<file path="src/rtl/wb_queue.sv">
// wb_queue: write-back queue between execute/memory and the register file write port.
// ALU and load results are buffered in a small FIFO. The FIFO drains one entry per
// cycle into the register file. A per-register pending mask is published for decode.
// Optional macro WB_BYPASS_EN: queued values are forwarded onto the operand read path.
// Without the macro, the read data passes straight through.
module wb_queue #(
   parameter int DEPTH = 4
) (
   input  logic        clk,
   input  logic        rst_n,
   input  logic        alu_valid,
   output logic        alu_ready,
   input  logic [2:0]  alu_reg,
   input  logic [15:0] alu_data,
   input  logic        mem_valid,
   output logic        mem_ready,
   input  logic [2:0]  mem_reg,
   input  logic [15:0] mem_data,
   input  logic        hold,
   output logic        RegWrite,
   output logic [2:0]  write_reg,
   output logic [15:0] write_data,
   input  logic [2:0]  read_reg_1,
   input  logic [2:0]  read_reg_2,
   input  logic [15:0] read_data_1_in,
   input  logic [15:0] read_data_2_in,
   output logic [15:0] fwd_data_1,
   output logic [15:0] fwd_data_2,
   output logic [7:0]  pending,
   output logic        empty,
   output logic        full
);

   localparam int PW = (DEPTH > 1) ? $clog2(DEPTH) : 1;
   localparam int CW = PW + 1;

   // Entry storage carries no reset; occupancy is tracked solely by the pointers/count.
   logic [2:0]    reg_q  [DEPTH];
   logic [15:0]   data_q [DEPTH];

   logic [PW-1:0] wptr_q, wptr_d;
   logic [PW-1:0] rptr_q, rptr_d;
   logic [CW-1:0] cnt_q,  cnt_d;

   logic          acc_mem, acc_alu;
   logic [2:0]    enq_reg;
   logic [15:0]   enq_data;
   logic          push, pop;
   logic [DEPTH-1:0] ent_vld;

   assign empty     = (cnt_q == '0);
   assign full      = (cnt_q == CW'(DEPTH));

   // Loads have priority over the ALU. The readies never look at alu_valid.
   assign mem_ready = !full;
   assign alu_ready = !full && !mem_valid;

   // Pick the single accepted producer. r0 writes handshake but are dropped.
   always_comb begin
      acc_mem  = mem_valid && mem_ready;
      acc_alu  = alu_valid && alu_ready;
      enq_reg  = acc_mem ? mem_reg  : alu_reg;
      enq_data = acc_mem ? mem_data : alu_data;
      push     = (acc_mem || acc_alu) && (enq_reg != 3'd0);
      pop      = !empty && !hold;
   end

   // Next pointer and count values. Push and pop together leave the count unchanged.
   always_comb begin
      wptr_d = push ? wptr_q + PW'(1) : wptr_q;
      rptr_d = pop  ? rptr_q + PW'(1) : rptr_q;
      cnt_d  = cnt_q;
      case ({push, pop})
         2'b10:   cnt_d = cnt_q + CW'(1);
         2'b01:   cnt_d = cnt_q - CW'(1);
         default: cnt_d = cnt_q;
      endcase
   end

   // Control state register. Reset discards every queued write.
   always_ff @(posedge clk or negedge rst_n) begin
      if (!rst_n) begin
         wptr_q <= '0;
         rptr_q <= '0;
         cnt_q  <= '0;
      end else begin
         wptr_q <= wptr_d;
         rptr_q <= rptr_d;
         cnt_q  <= cnt_d;
      end
   end

   // Entry write at the write pointer on an accepted, non-r0 handshake.
   always_ff @(posedge clk) begin
      if (push) begin
         reg_q[wptr_q]  <= enq_reg;
         data_q[wptr_q] <= enq_data;
      end
   end

   // Head entry drives the register file write port. Outputs are zero when empty.
   always_comb begin
      RegWrite   = pop;
      write_reg  = 3'd0;
      write_data = 16'd0;
      if (!empty) begin
         write_reg  = reg_q[rptr_q];
         write_data = data_q[rptr_q];
      end
   end

   // Slot i is occupied when its distance from the read pointer is below the count.
   always_comb begin
      ent_vld = '0;
      for (int i = 0; i < DEPTH; i++) begin
         ent_vld[i] = ({1'b0, PW'(i) - rptr_q} < cnt_q);
      end
   end

   // Pending mask: OR of one-hot destinations over occupied slots. r0 is never pending.
   always_comb begin
      pending = 8'h00;
      for (int i = 0; i < DEPTH; i++) begin
         if (ent_vld[i]) pending[reg_q[i]] = 1'b1;
      end
      pending[0] = 1'b0;
   end

`ifdef WB_BYPASS_EN
   // Scan the slots from oldest to youngest so that the youngest match wins.
   // The head entry counts as a match even while it is being written.
   always_comb begin
      fwd_data_1 = read_data_1_in;
      fwd_data_2 = read_data_2_in;
      for (int k = 0; k < DEPTH; k++) begin
         if (CW'(k) < cnt_q) begin
            if (read_reg_1 != 3'd0 && reg_q[rptr_q + PW'(k)] == read_reg_1)
               fwd_data_1 = data_q[rptr_q + PW'(k)];
            if (read_reg_2 != 3'd0 && reg_q[rptr_q + PW'(k)] == read_reg_2)
               fwd_data_2 = data_q[rptr_q + PW'(k)];
         end
      end
   end
`else
   // No forwarding: decode stalls on pending, and operands come from the register file.
   logic unused_rd_regs;
   assign unused_rd_regs = ^{read_reg_1, read_reg_2};

   // Register file data passes through to execute unchanged.
   always_comb begin
      fwd_data_1 = read_data_1_in;
      fwd_data_2 = read_data_2_in;
   end
`endif

endmodule
</file>
<file path="config.mk">
export PLATFORM = sky130hd
export DESIGN_NAME = wb_queue
export DESIGN_NICKNAME = d
export VERILOG_FILES = /design/src/rtl/wb_queue.sv
export SDC_FILE = /design/constraint.sdc
export NUM_CORES = 1
export LEC_CHECK = 0
export ABC_AREA = 1
export CORE_MARGIN = 2
export CORE_UTILIZATION = 45
export DETAILED_ROUTE_END_ITERATION = 8
export PLACE_DENSITY_LB_ADDON = 0.15
export SYNTH_ARGS = -nofsm -noshare
export SYNTH_HDL_FRONTEND = slang
export SYNTH_SLANG_ARGS = --single-unit
</file>
<file path="constraint.sdc">
create_clock -name clk -period 4.1 [get_ports clk]
set_clock_uncertainty 0.15 [all_clocks]
set_input_delay 0.615 -clock clk [delete_from_list [all_inputs] [get_ports clk]]
set_output_delay 0.615 -clock clk [all_outputs]
set_load 0.01 [all_outputs]
</file>
Word-level counts from Yosys, hierarchy flattened

Memories as Yosys holds them, arrays and structs flattened.
Index checks and enable logic that the tools add are counted.

Logic and storage cells: 67
Memories kept: 2
Register bits: 7
Memory bits (writable): 76
Bits of input ports: 81
Output and inout port bits: 64

Memories:

| memory | words | width | rd ports | clocked after memory_dff | wr ports | line | text |
|---|---|---|---|---|---|---|---|
| data_q | 4     | 16    | 1        | 0                        | 1        | 39   | `logic [15:0] data_q [DEPTH];` |
| reg_q  | 4     | 3     | 5        | 0                        | 1        | 38   | `logic [2:0] reg_q [DEPTH];` |

Bitwise logic cells: 3
Reduce and logical (&&, ||, !) cells: 17
Order comparisons: 12
Mux-type cells: 19
Add/sub/neg operators: 8
Eq/ne operators: 3

Operator list:

| kind                                                                   | number |
|---|---|
| 16-bit two-way mux                                                     | 2 |
| 8-bit two-way mux                                                      | 4 |
| 8-bit bitwise OR                                                       | 3 |
| 3-bit by 4-bit < comparator with 1-bit output (second input constant)  | 4 |
| 1-bit demux with 3-bit select                                          | 4 |
| 3-bit by 1-bit >= comparator with 1-bit output (second input constant) | 4 |
| 2-bit by 3-bit < comparator with 1-bit output                          | 4 |
| 1-bit logical AND                                                      | 9 |
| 1-bit two-way mux                                                      | 6 |
| 3-bit two-way mux                                                      | 2 |
| 3-bit one-hot mux with 2 select lines                                  | 1 |
| 2-bit by 1-bit adder with 2-bit output (second input constant)         | 2 |
| 1-bit zero test                                                        | 4 |
| 1-bit by 2-bit subtractor with 2-bit output (first input constant)     | 2 |
| 2-bit subtractor (first input constant)                                | 2 |
| 3-bit by 1-bit adder with 3-bit output (second input constant)         | 1 |
| 3-bit == test (second input constant)                                  | 1 |
| 3-bit zero test                                                        | 1 |
| 3-bit nonzero test                                                     | 1 |
| 3-bit by 1-bit subtractor with 3-bit output (second input constant)    | 1 |
| 2-bit by 1-bit == test with 1-bit output (second input constant)       | 1 |
| 2-bit == test (second input constant)                                  | 1 |
| 2-bit nonzero test                                                     | 1 |
| 1-bit logical OR                                                       | 1 |

Longest topological paths before layout

Gate-level depths: netlist (run 1).
An unclocked memory read counts as a cell.

Depth in word-level cells: 12
Depth in mapped cells: 14
Mapped depth without buffers: 13

Least setup slack after synthesis (run 1)

Ideal clock, no wire load.

Kind: reg2out
From: register rptr_q[1]
To: output pending[6]
Cell stages (with the launch flop): 11
Data required time: 3.335 ns
Buffers on the path: 1
Arrival: 1.766 ns
Slack: 1.569 ns
Path through: dfrtp_1 buf_2 inv_2 nand2_1 nand2_1 inv_1 ha_1 a21boi_0 o21ai_1 nand4_1 nand3b_1

Word-level cells in the longest chain between the ends: 9
Elaborated cells between the ends (all ways): 15
Classes of those cells: add/sub: 4; order compare: 4; mux: 4; bitwise: 3

RTL lines:

| element                                       | line | text |
|---|---|---|
| start, declared                               | 42   | `logic [PW-1:0] rptr_q, rptr_d;` |
| start signal, assigned                        | 88   | `rptr_q <= rptr_d;` |
| 1-bit by 2-bit subtractor with 2-bit output   | 116  | `ent_vld[i] = ({1'b0, PW'(i) - rptr_q} < cnt_q);` |
| 2-bit by 3-bit < comparator with 1-bit output | 116  |  |
| 8-bit two-way mux                             | 124  | `if (ent_vld[i]) pending[reg_q[i]] = 1'b1;` |
| 8-bit bitwise OR (no line)                    | --   |  |
| 8-bit two-way mux                             | 124  |  |
| 8-bit bitwise OR (no line)                    | --   |  |
| 8-bit two-way mux                             | 124  |  |
| 8-bit bitwise OR (no line)                    | --   |  |
| 8-bit two-way mux (*)                         | 124  |  |
| end, declared                                 | 29   | `output logic [7:0] pending,` |

Every way passes the cells marked *; elsewhere a longest branch is shown, timed or not.

Final worst setup path (run 1)

From: register rptr_q[1]
To: output pending[2]

The elaborated chain is that of the path after synthesis.

==> metrics.txt, run 1 <==
gr ovfl total=0; Initial Utilization=45.7%; CP required=3340 ps; CTS tree=yes; Netlist Area Pre-Place=about 4400 µm²; final WL=8970 µm; Leak Pwr=approximately 1.9 nW; Worst R2R Path Depth=10; critical path's slowest cell=clkdlybuf4s50_1; Port-buffer cells=73; most frequent CP cell=nand2_1; final hold viol count=0; die height=103 µm; unrepaired setup endpoints after global routing=false; core box area=~9600 µm²; die area=about 11000 µm²; post-CTS setup buffer count=0; wire per inst=15.6 µm; Site Rows=36; Tightest Pin Transition=between 800 and 900 ps; worst setup margin=355 ps; total power=4.07 mW; clock sinks=between 80 and 90; yosys warns=0; DRT iter0 DRCs=about 140; synthesized flop and latch total=83; Hold Crit Class=input port to async pin; Reg2Reg Setup Slack=1230 ps; FF-to-FF End=cnt_q[2]$_DFFE_PN0P_; GRT Total Usage=18.1%; DR vias=3022; cell family with most CP delay=buffers and inverters; vias in the first global route=2884; clk slew on worst S/H paths=90 ps; Synthesized Nets=486; Critical Path End Type=output port; clk_lat worst skew=340 ps; largest net degree at the start of global routing=37; PD cells=775 nW/µm²; final std cells w/o fill=575; Crit Path Max Fanout=20; fin crit share=91.3%; CP cell instances=buf_4, nand2_1, nand2_1, inv_1, ha_1, a21boi_0, o21ai_1, nand3_1, nand4_1, clkdlybuf4s50_1; # resized after CTS=0; chip width=103 µm; Final Slew Violations=0; Seq/Total Area, Yosys=56.1%; nets=528; n_diodes=0; clock root buffer=clkbuf_8; status=completed; Area Overhead vs Synth=19.7%; Post-DP HPWL=around 6000 µm; Crit path largest cell delay=540 ps; Post-route DRC=0; share of layout cells above drive strength 1=12.9%; H-tree lvl count=3; Max Clk Rate=between 200 and 300 MHz; FF-to-FF Start=cnt_q[2]$_DFFE_PN0P_; Distinct cells, synth=33; Post-Place Cells=559; Ports=145; Final ANT Viol Nets=0; clock period minus worst slack=3750 ps; Buf/Inv on CP=3; hold_buf cts=0; mean post-synth cell area=11.1 µm²; Initial DRT Pass Iterations=4; setup TNS=0 ps; Setup CP Type=flop to output port; Worst EP arrival=approximately 3000 ps; initial antenna violation count=0; pre-CTS WS=around 750 ps; type of origin of the critical path=flop; GPL Wtd Cong=0.888; first-pass GRT wire length=14200 µm; drt via density=around 5.3; slew margin rel.=42.6%; TritonCTS Buffers=9; Mapped Cells=395; clk buf depth=2; max cap viols=0; Final setup violation count=0; Worst IR Drop VDD=between 0.3 and 0.4 mV
cells in the final DEF, fill, tap and decap left out:
cell             instances
bufinv_16                3
a41oi_1                 16
conb_1                   1
xnor2_1                  1
clkinvlp_4               1
nand2_4                  3
nand3_4                  1
a21oi_1                  1
nor3_1                   1
dfrtp_1                  7
clkdlybuf4s50_1         73
or2_2                    3
nand2_2                  4
fa_1                     1
edfxtp_1                76
mux2_2                   6
nand2_1                 25
a21boi_0                 1
o21ai_0                  6
inv_8                    1
ha_1                     9
clkinv_1                 1
nand4_1                 17
clkbuf_8                 9
inv_2                    2
o22ai_1                  7
buf_4                    9
nand3_1                 84
mux2_4                  10
nand3b_1                 3
nor2_2                   5
o21ai_1                  1
xor2_1                   2
nor2_1                  14
clkbuf_1                 1
inv_1                   37
state kept, by name, summed over array words and instances (netlist names):
name,count
cnt_q,3
data_q,64
reg_q,12
rptr_q,2
wptr_q,2
cells in the mapped netlist:
cell type / instances / share of area (%)
a21boi_0: 1 / 0.17
edfxtp_1: 76 / 52
buf_4: 33 / 5.7
inv_2: 2 / 0.17
a41oi_1: 16 / 3.2
fa_1: 1 / 0.46
nand3_1: 84 / 9.6
o22ai_1: 7 / 1.0
nor2_2: 1 / 0.14
buf_1: 1 / 0.086
o21ai_0: 6 / 0.69
dfrtp_1: 7 / 4.0
nand2_4: 3 / 0.77
nand2_1: 25 / 2.1
nor3_1: 1 / 0.11
or2_2: 3 / 0.43
a21oi_1: 1 / 0.11
o21ai_1: 1 / 0.11
mux2_4: 10 / 3.4
buf_12: 2 / 0.91
buf_2: 2 / 0.23
inv_1: 37 / 3.2
conb_1: 1 / 0.086
nand3b_1: 3 / 0.51
mux2_2: 6 / 1.5
xnor2_1: 1 / 0.20
xor2_1: 2 / 0.40
nand3_4: 1 / 0.40
ha_1: 9 / 2.6
clkbuf_1: 13 / 1.1
nand2_2: 4 / 0.57
nand4_1: 17 / 2.4
nor2_1: 18 / 1.5
kinds of logic after synthesis:
| group | synth area share [%] |
|---|---|
| other | 0.0856 |
| adders and majority gates | 3.03 |
| AOI/OAI and AO/OA | 5.28 |
| and+or+nand+nor | 18.6 |
| muxes | 4.97 |
| buffers and inverters | 11.3 |
| xor gates and xnor gates | 0.600 |
| DFF | 56.1 |
report_power, final:
group | total [mW] | internal [mW] | leakage, nW | switching (mW)
Clock | 0.688 | 0.407 | 0.116 | 0.281
Combinational | 2.01 | 0.866 | 1.03 | 1.15
Sequential | 1.37 | 1.25 | 0.784 | 0.118
metal layers:
| metal | global-route usage, % | vias to the layer above | part of all wire (%) |
|---|---|---|---|
| li1 | - | 1478 | - |
| met1 | 22.3 | 1430 | 43 |
| met2 | 31.5 | 103 | 50 |
| met3 | 4.20 | 11 | 5.6 |
| met4 | 5.64 | 0 | 1.3 |
| met5 | 0 | - | 0 |
stage by stage:
step	utilization, %	hold WS, ps	instance area, µm²
after floorplan	-	169	4380
after global placement	52.2	359	5010
after detailed placement	52.2	386	5010
after CTS	54.7	389	5250
after global routing	54.7	398	5250
final	54.7	380	5250
how the worst max path moves through the flow:
| stage | to | start | cells after the start | slack, ps |
|---|---|---|---|---|
| after floorplan | pending[6] | rptr_q[1]$_DFFE_PN0P_ | 10 | 1570 |
| after global placement | pending[7] | rptr_q[1]$_DFFE_PN0P_ | 10 | 800 |
| after detailed placement | pending[2] | rptr_q[1]$_DFFE_PN0P_ | 10 | 750 |
| after CTS | pending[2] | rptr_q[1]$_DFFE_PN0P_ | 10 | 370 |
| after global routing | pending[7] | rptr_q[1]$_DFFE_PN0P_ | 10 | 120 |
| final | pending[2] | rptr_q[1]$_DFFE_PN0P_ | 10 | 350 |
final cells by class:
type	instances	area, µm²
Timing Repair Buffer	82	798
Clock inverter	6	113
Fill cell	846	4350
Inverter	39	146
Sequential cell	83	2460
Multi-Input combinational cell	222	1440
Clock buffer	10	128
Tap cell	133	166
No activity file was read; power rests on OpenSTA's default activity.
==> run 2, diff against run 1 <==
--- a/config.mk
+++ b/config.mk
@@ -7,6 +7,6 @@
 export LEC_CHECK = 0
 export ABC_AREA = 1
-export CORE_MARGIN = 2
 export CORE_UTILIZATION = 45
+export CTS_CLUSTER_DIAMETER = 200
 export DETAILED_ROUTE_END_ITERATION = 8
 export PLACE_DENSITY_LB_ADDON = 0.15
--- a/constraint.sdc
+++ b/constraint.sdc
@@ -3,3 +3,3 @@
 set_input_delay 0.615 -clock clk [delete_from_list [all_inputs] [get_ports clk]]
 set_output_delay 0.615 -clock clk [all_outputs]
-set_load 0.01 [all_outputs]
+set_load 0.05 [all_outputs]
==> run 2 against run 1 <==
Effect of this change:
- first-iteration DRC count decreased by 19%
- utilization increased by 1.6 points
- largest cell class unchanged
- highest routed layer unchanged
- global-route usage increased by 1.6 points
- via count increased by 1.3%
- sequential share of layout area about the same
- setup slack improved by 120 ps
- clock-buffer cell count unchanged
- register-to-register slack improved by 50 ps
==> metrics.txt, run 2 (synthesis gave the netlist of run 1 again) <==
chip width=101 µm; total power=between 4 and 5 mW; DR vias=3062; Initial DRT Pass Iterations=4; most frequent cells in the layout=84 x nand3_1, 76 x edfxtp_1, 66 x clkdlybuf4s50_1, 37 x inv_1, 25 x nand2_1; critical path's slowest cell=dfrtp_1; Leak Pwr=just under 2 nW; clk_lat worst skew=~350 ps; share of layout cells above drive strength 1=14.7%; Worst R2R Path Depth=10; largest registers=data_q (64), reg_q (12), cnt_q (3); clk slew on worst S/H paths=80 ps; Hold Crit Class=input port to async pin; Worst IR Drop VDD=about 0.42 mV; max FFs per register=64; Worst EP arrival=roughly 2900 ps; Final Slew Violations=0; Post-route DRC=0; die area=10100 µm²; Port-buffer cells=between 70 and 80; clock sinks=83; TritonCTS Buffers=9; final WL=9300 µm; Tightest Pin Transition=876 ps; Final ANT Viol Nets=0; DRT iter0 DRCs=about 120; Reg2Reg Setup Slack=1280 ps; initial antenna violation count=0; WHS=385 ps; fin crit share=88.3%; Crit path largest cell delay=550 ps; Setup CP Type=flop to output port; most frequent CP cell=nand2_1; Initial Utilization=47.0%; clock root buffer=clkbuf_8; CTS tree=yes; Site Rows=35; Max Clk Rate=276 MHz; Area Overhead vs Synth=19.8%; unrepaired setup endpoints after global routing=false; commonest non-fill, non-tap cell in the layout=nand3_1; # resized after CTS=0; Ports=145; Critical Path End Type=output port; clk buf depth=2; first-pass GRT wire length=14600 µm; core box area=9330 µm²; Crit Path Max Fanout=16; CP required=around 3300 ps; hold_buf cts=0; CP cell instances=inv_2, nand2_1, nand2_1, inv_1, ha_1, a21boi_0, o21ai_1, nand3_1, nand4_1, buf_12; clock period minus worst slack=3620 ps; gr ovfl total=0; wire per inst=16.3 µm; FF-to-FF Start=cnt_q[2]$_DFFE_PN0P_; nets=approximately 530; vias in the first global route=2845; type of origin of the critical path=flop; Crit. Startpoint=rptr_q[1]$_DFFE_PN0P_; largest net degree at the start of global routing=31; final hold viol count=0; Post-DP HPWL=around 6300 µm; H-tree lvl count=3; post-CTS setup buffer count=0; Final setup violation count=0; GRT Total Usage=19.7%; drt via density=between 5 and 6; slew margin rel.=41.5%; status=completed; largest reg by FF count=data_q; PD cells=911 nW/µm²; GPL Wtd Cong=roughly 0.84; max cap viols=0; die height=101 µm; setup TNS=0 ps; n_diodes=0
[run 2: cell types whose count changed in the layout (fill, tap and decap cells not counted), sizes merged]
| cell | before | now |
|---|---|---|
| inv | 40 | 41 |
| clkdlybuf4s50 | 73 | 66 |
| buf | 9 | 16 |
| clkinvlp | 1 | 2 |
| clkinv | 1 | 2 |
| bufinv | 3 | 0 |
[run 2: layout make-up]
class / count / area, µm²
clock buffers: 10 / 128
clock inverters: 6 / 50.0
fillers: 805 / 4080
inverters: 39 / 146
multi-input cells: 222 / 1440
flip-flops and latches: 83 / 2460
well taps: 129 / 161
repair buffers: 82 / 868
[run 2: final timing paths]
kind,endpoint
setup reg to reg,cnt_q[2]$_DFFE_PN0P_
setup / recovery,pending[3]
hold reg to reg,cnt_q[1]$_DFFE_PN0P_
max in group asynchronous,rptr_q[1]$_DFFE_PN0P_
hold / removal,wptr_q[0]$_DFFE_PN0P_
min in group clk,cnt_q[1]$_DFFE_PN0P_
[run 2: routing by layer]
layer | wire length, µm | vias to the layer above | track usage, %
li1 | - | 1488 | -
met1 | 4110 | 1447 | 25.0
met2 | 4470 | 89 | 32.2
met3 | 408 | 38 | 3.33
met4 | 312 | 0 | 10.7
met5 | 0 | - | 0
[run 2: report_power, final]
group / switching [mW] / leakage, nW / internal [mW]
logic: 1.91 / 1.06 / 0.969
registers: 0.134 / 0.784 / 1.25
clock network: 0.298 / 0.0835 / 0.226
[run 2: worst max-delay path, delay by kind of cell (launching register included)]
kind | cells | cell delay (ps)
and+or+nand+nor | 4 | 590
adders and majority gates | 1 | 260
buffers and inverters | 3 | 530
DFF | 1 | 550
AOI/OAI and AO/OA | 2 | 570
[run 2: through the flow]
| stage | cells | utilization, % | setup slack [ps] | area [µm²] |
|---|---|---|---|---|
| 3_3_place_gp | 555 | 54.4 | 882 | 5070 |
| 5_1_grt | 571 | 56.3 | 295 | 5250 |
| 2_1_floorplan | 395 | - | 1280 | 4380 |
| 6_report | 571 | 56.3 | 478 | 5250 |
| 3_5_place_dp | 555 | 54.4 | 844 | 5070 |
| 4_1_cts | 571 | 56.3 | 490 | 5250 |
==> variant (config.mk and constraints of run 1) <==
Set the parameter `DEPTH` to 2 (it was 4).
--- a/src/rtl/wb_queue.sv
+++ b/src/rtl/wb_queue.sv
@@ -4,7 +4,7 @@
 // Optional macro WB_BYPASS_EN: queued values are forwarded onto the operand read path.
 // Without the macro, the read data passes straight through.
 module wb_queue #(
-   parameter int DEPTH = 4
+   parameter int DEPTH = 2
 ) (
    input  logic        clk,
    input  logic        rst_n,
Formal check against the unedited RTL: not equivalent (a bounded check fails within 4 cycles, from zero or initial values and one cycle with rst_n low).
==> variant against run 1 <==
- worst setup slack improved by 0.73 ns
- sequential cell count decreased by 41
- cell area decreased by 43%
- area after synthesis decreased by 48%
- fmax increased by 24%
- total power decreased by 47%
- routed wire length decreased by 49%
- synthesized cell count decreased by 43%
- sequential share of layout area decreased by 5.0 points
- critical endpoint unchanged
- largest cell class unchanged
==> variant: results (changes against run 1) <==
[timing]
max_slew.worst_pin.slew_ns = 0.7644  ; was 0.8596 ns

[global_routing]
antenna_found_initial = 0  ; unchanged
grt_pass1_wl_um = 7148  ; was 14190 um
gr-usage-met2 = 0.2918  ; was 0.3152
grt_use_met1 = 0.1865  ; was 0.2229
grt_max_degree = 22  ; was 37
gr-usage-met3 = 0.04762  ; was 0.04203
grt_usage = 0.1711  ; was 0.1806
grt_pass1_vias = 1550  ; was 2884

[routing]
drt_iter0_markers = 40  ; was 144
met1Wirelength_um = 1723  ; was 3840 um
drtPass1Iterations = 5  ; was 4
vias_per_cell = 4.817  ; was 5.256
wl_met3_um = 374  ; was 502 um
routed_wl_um = 4612  ; was 8969 um
routed.top_layer = met4  ; unchanged
wl_met2_um = 2305  ; was 4507 um

[hold_path]
whs_path_depth = 2
hold_class = reg -> reg  ; was in -> async

[placement]
placedCellCount = 331  ; was 559
gp_congestion = 0.8087  ; was 0.8880
dp_hpwl_um = 3356  ; was 5973 um
port-buffer-count = 73  ; unchanged
pre_cts_ws_ns = 1.023  ; was 0.7495 ns

[final_layout]
drive_gt1_frac = 0.1227  ; was 0.1290
final_nets = 350  ; was 528
diodes = 0  ; unchanged
instances_no_fill = 339  ; was 575
reg.largest.list = data_q x32, reg_q x6, cnt_q x2  ; was data_q x64, reg_q x12, cnt_q x3

[pwr]
max-vdd-ir-drop_uv = 409.5  ; was 335.7 uV
p_leak_uw = 0.001157  ; was 0.001927 uW

[yosys]
synth-main-ff-cell = edfxtp_1  ; unchanged
synthTopCellsByArea = edfxtp_1, buf_4, mux2_2  ; was edfxtp_1, nand3_1, buf_4
yosys_warnings = 0  ; unchanged
syn_area_per_cell_um2 = 10.22  ; was 11.10 um^2
synth_fp_nets = 307  ; was 486
yosysUniqueCellTypes = 25  ; was 33
async_reset_ff_frac = 0.09524  ; was 0.08434
yosysSeqAreaShare = 0.5400  ; was 0.5607
yosys-top-cells-count = nand2_1, edfxtp_1, buf_4  ; was nand3_1, edfxtp_1, inv_1
synth_enable_flop_cells = 38  ; was 76

[cts]
post-cts-setup-buffers = 0  ; unchanged
htreeDepth = 2  ; was 3
numCtsBuffers = 5  ; was 9
clockBufferDepth = 2  ; unchanged
clkLatencyLatePin_ns = 0.28  ; was 0.34 ns
ctsResizeCount = 0  ; unchanged
cts_root_buffer = clkbuf_8  ; unchanged
clkTransAtPathRegs_ns = 0.08

[critical_path]
cpMaxStageDelayCell = clkdlybuf4s50_1  ; unchanged
max_stage_delay_ns = 0.56  ; was 0.54 ns
arrival_ns = 2.25  ; was 2.98 ns
worstRegToRegCells = 8  ; was 10
crit_fanout = 18  ; was 20

[outcome]
status = completed  ; unchanged

## variant: stage by stage
stage	util	area, um^2	total power (uW)	hold slack, ns
6_report	0.5919	2965	2171	0.3264
5_1_grt	0.5919	2965	2330	0.3552
4_1_cts	0.5919	2965	2204	0.3271
3_5_place_dp	0.5707	2859	1887	0.3112
3_3_place_gp	0.5707	2859	1874	0.3042
2_1_floorplan	-	2298	1365	0.1694
## variant: final timing paths
check	from	endpoint	slack [ns]
min	wptr_q$_DFFE_PN0P_	wptr_q$_DFFE_PN0P_	0.33
min in group asynchronous	rst_n	rptr_q$_DFFE_PN0P_	0.39
max reg2reg	cnt_q[0]$_DFFE_PN0P_	reg_q[0][0]$_DFFE_PP_	1.64
min reg2reg	wptr_q$_DFFE_PN0P_	wptr_q$_DFFE_PN0P_	0.33
max	rptr_q$_DFFE_PN0P_	pending[2]	1.08
max in group asynchronous	rst_n	wptr_q$_DFFE_PN0P_	3.21
## variant: report_power, final
part	switching [uW]	internal (uW)
combinational	587	537
clock	128	182
sequential	60.6	676
## variant: final cells by class
type,instances,area (um^2)
Fill cell,442,2044
Sequential cell,42,1241
Timing Repair Buffer,77,760.7
Multi-Input combinational cell,121,690.7
Tap cell,70,87.58
Inverter,21,78.83
Clock buffer,7,76.32
Clock inverter,1,30.03
## variant: kinds of logic (layout without fill, tap and decap cells)
logic type,Yosys count,count (layout),synth area share
xor+xnor,3,3,0.01143
compound gates,30,30,0.07186
flops,42,42,0.5400
mux,16,16,0.07839
fa+ha+maj,1,1,0.005443
simple gates,70,70,0.1296
other cells,1,1,0.001632
buf+inv,62,106,0.1617
## variant: worst max-delay path: cells and delay by family (launching register included)
family	cells	cell delay [ns]
DFF	1	0.33
and+or+nand+nor	1	0.15
AOI/OAI and AO/OA	2	0.49
buffers and inverters	3	0.99
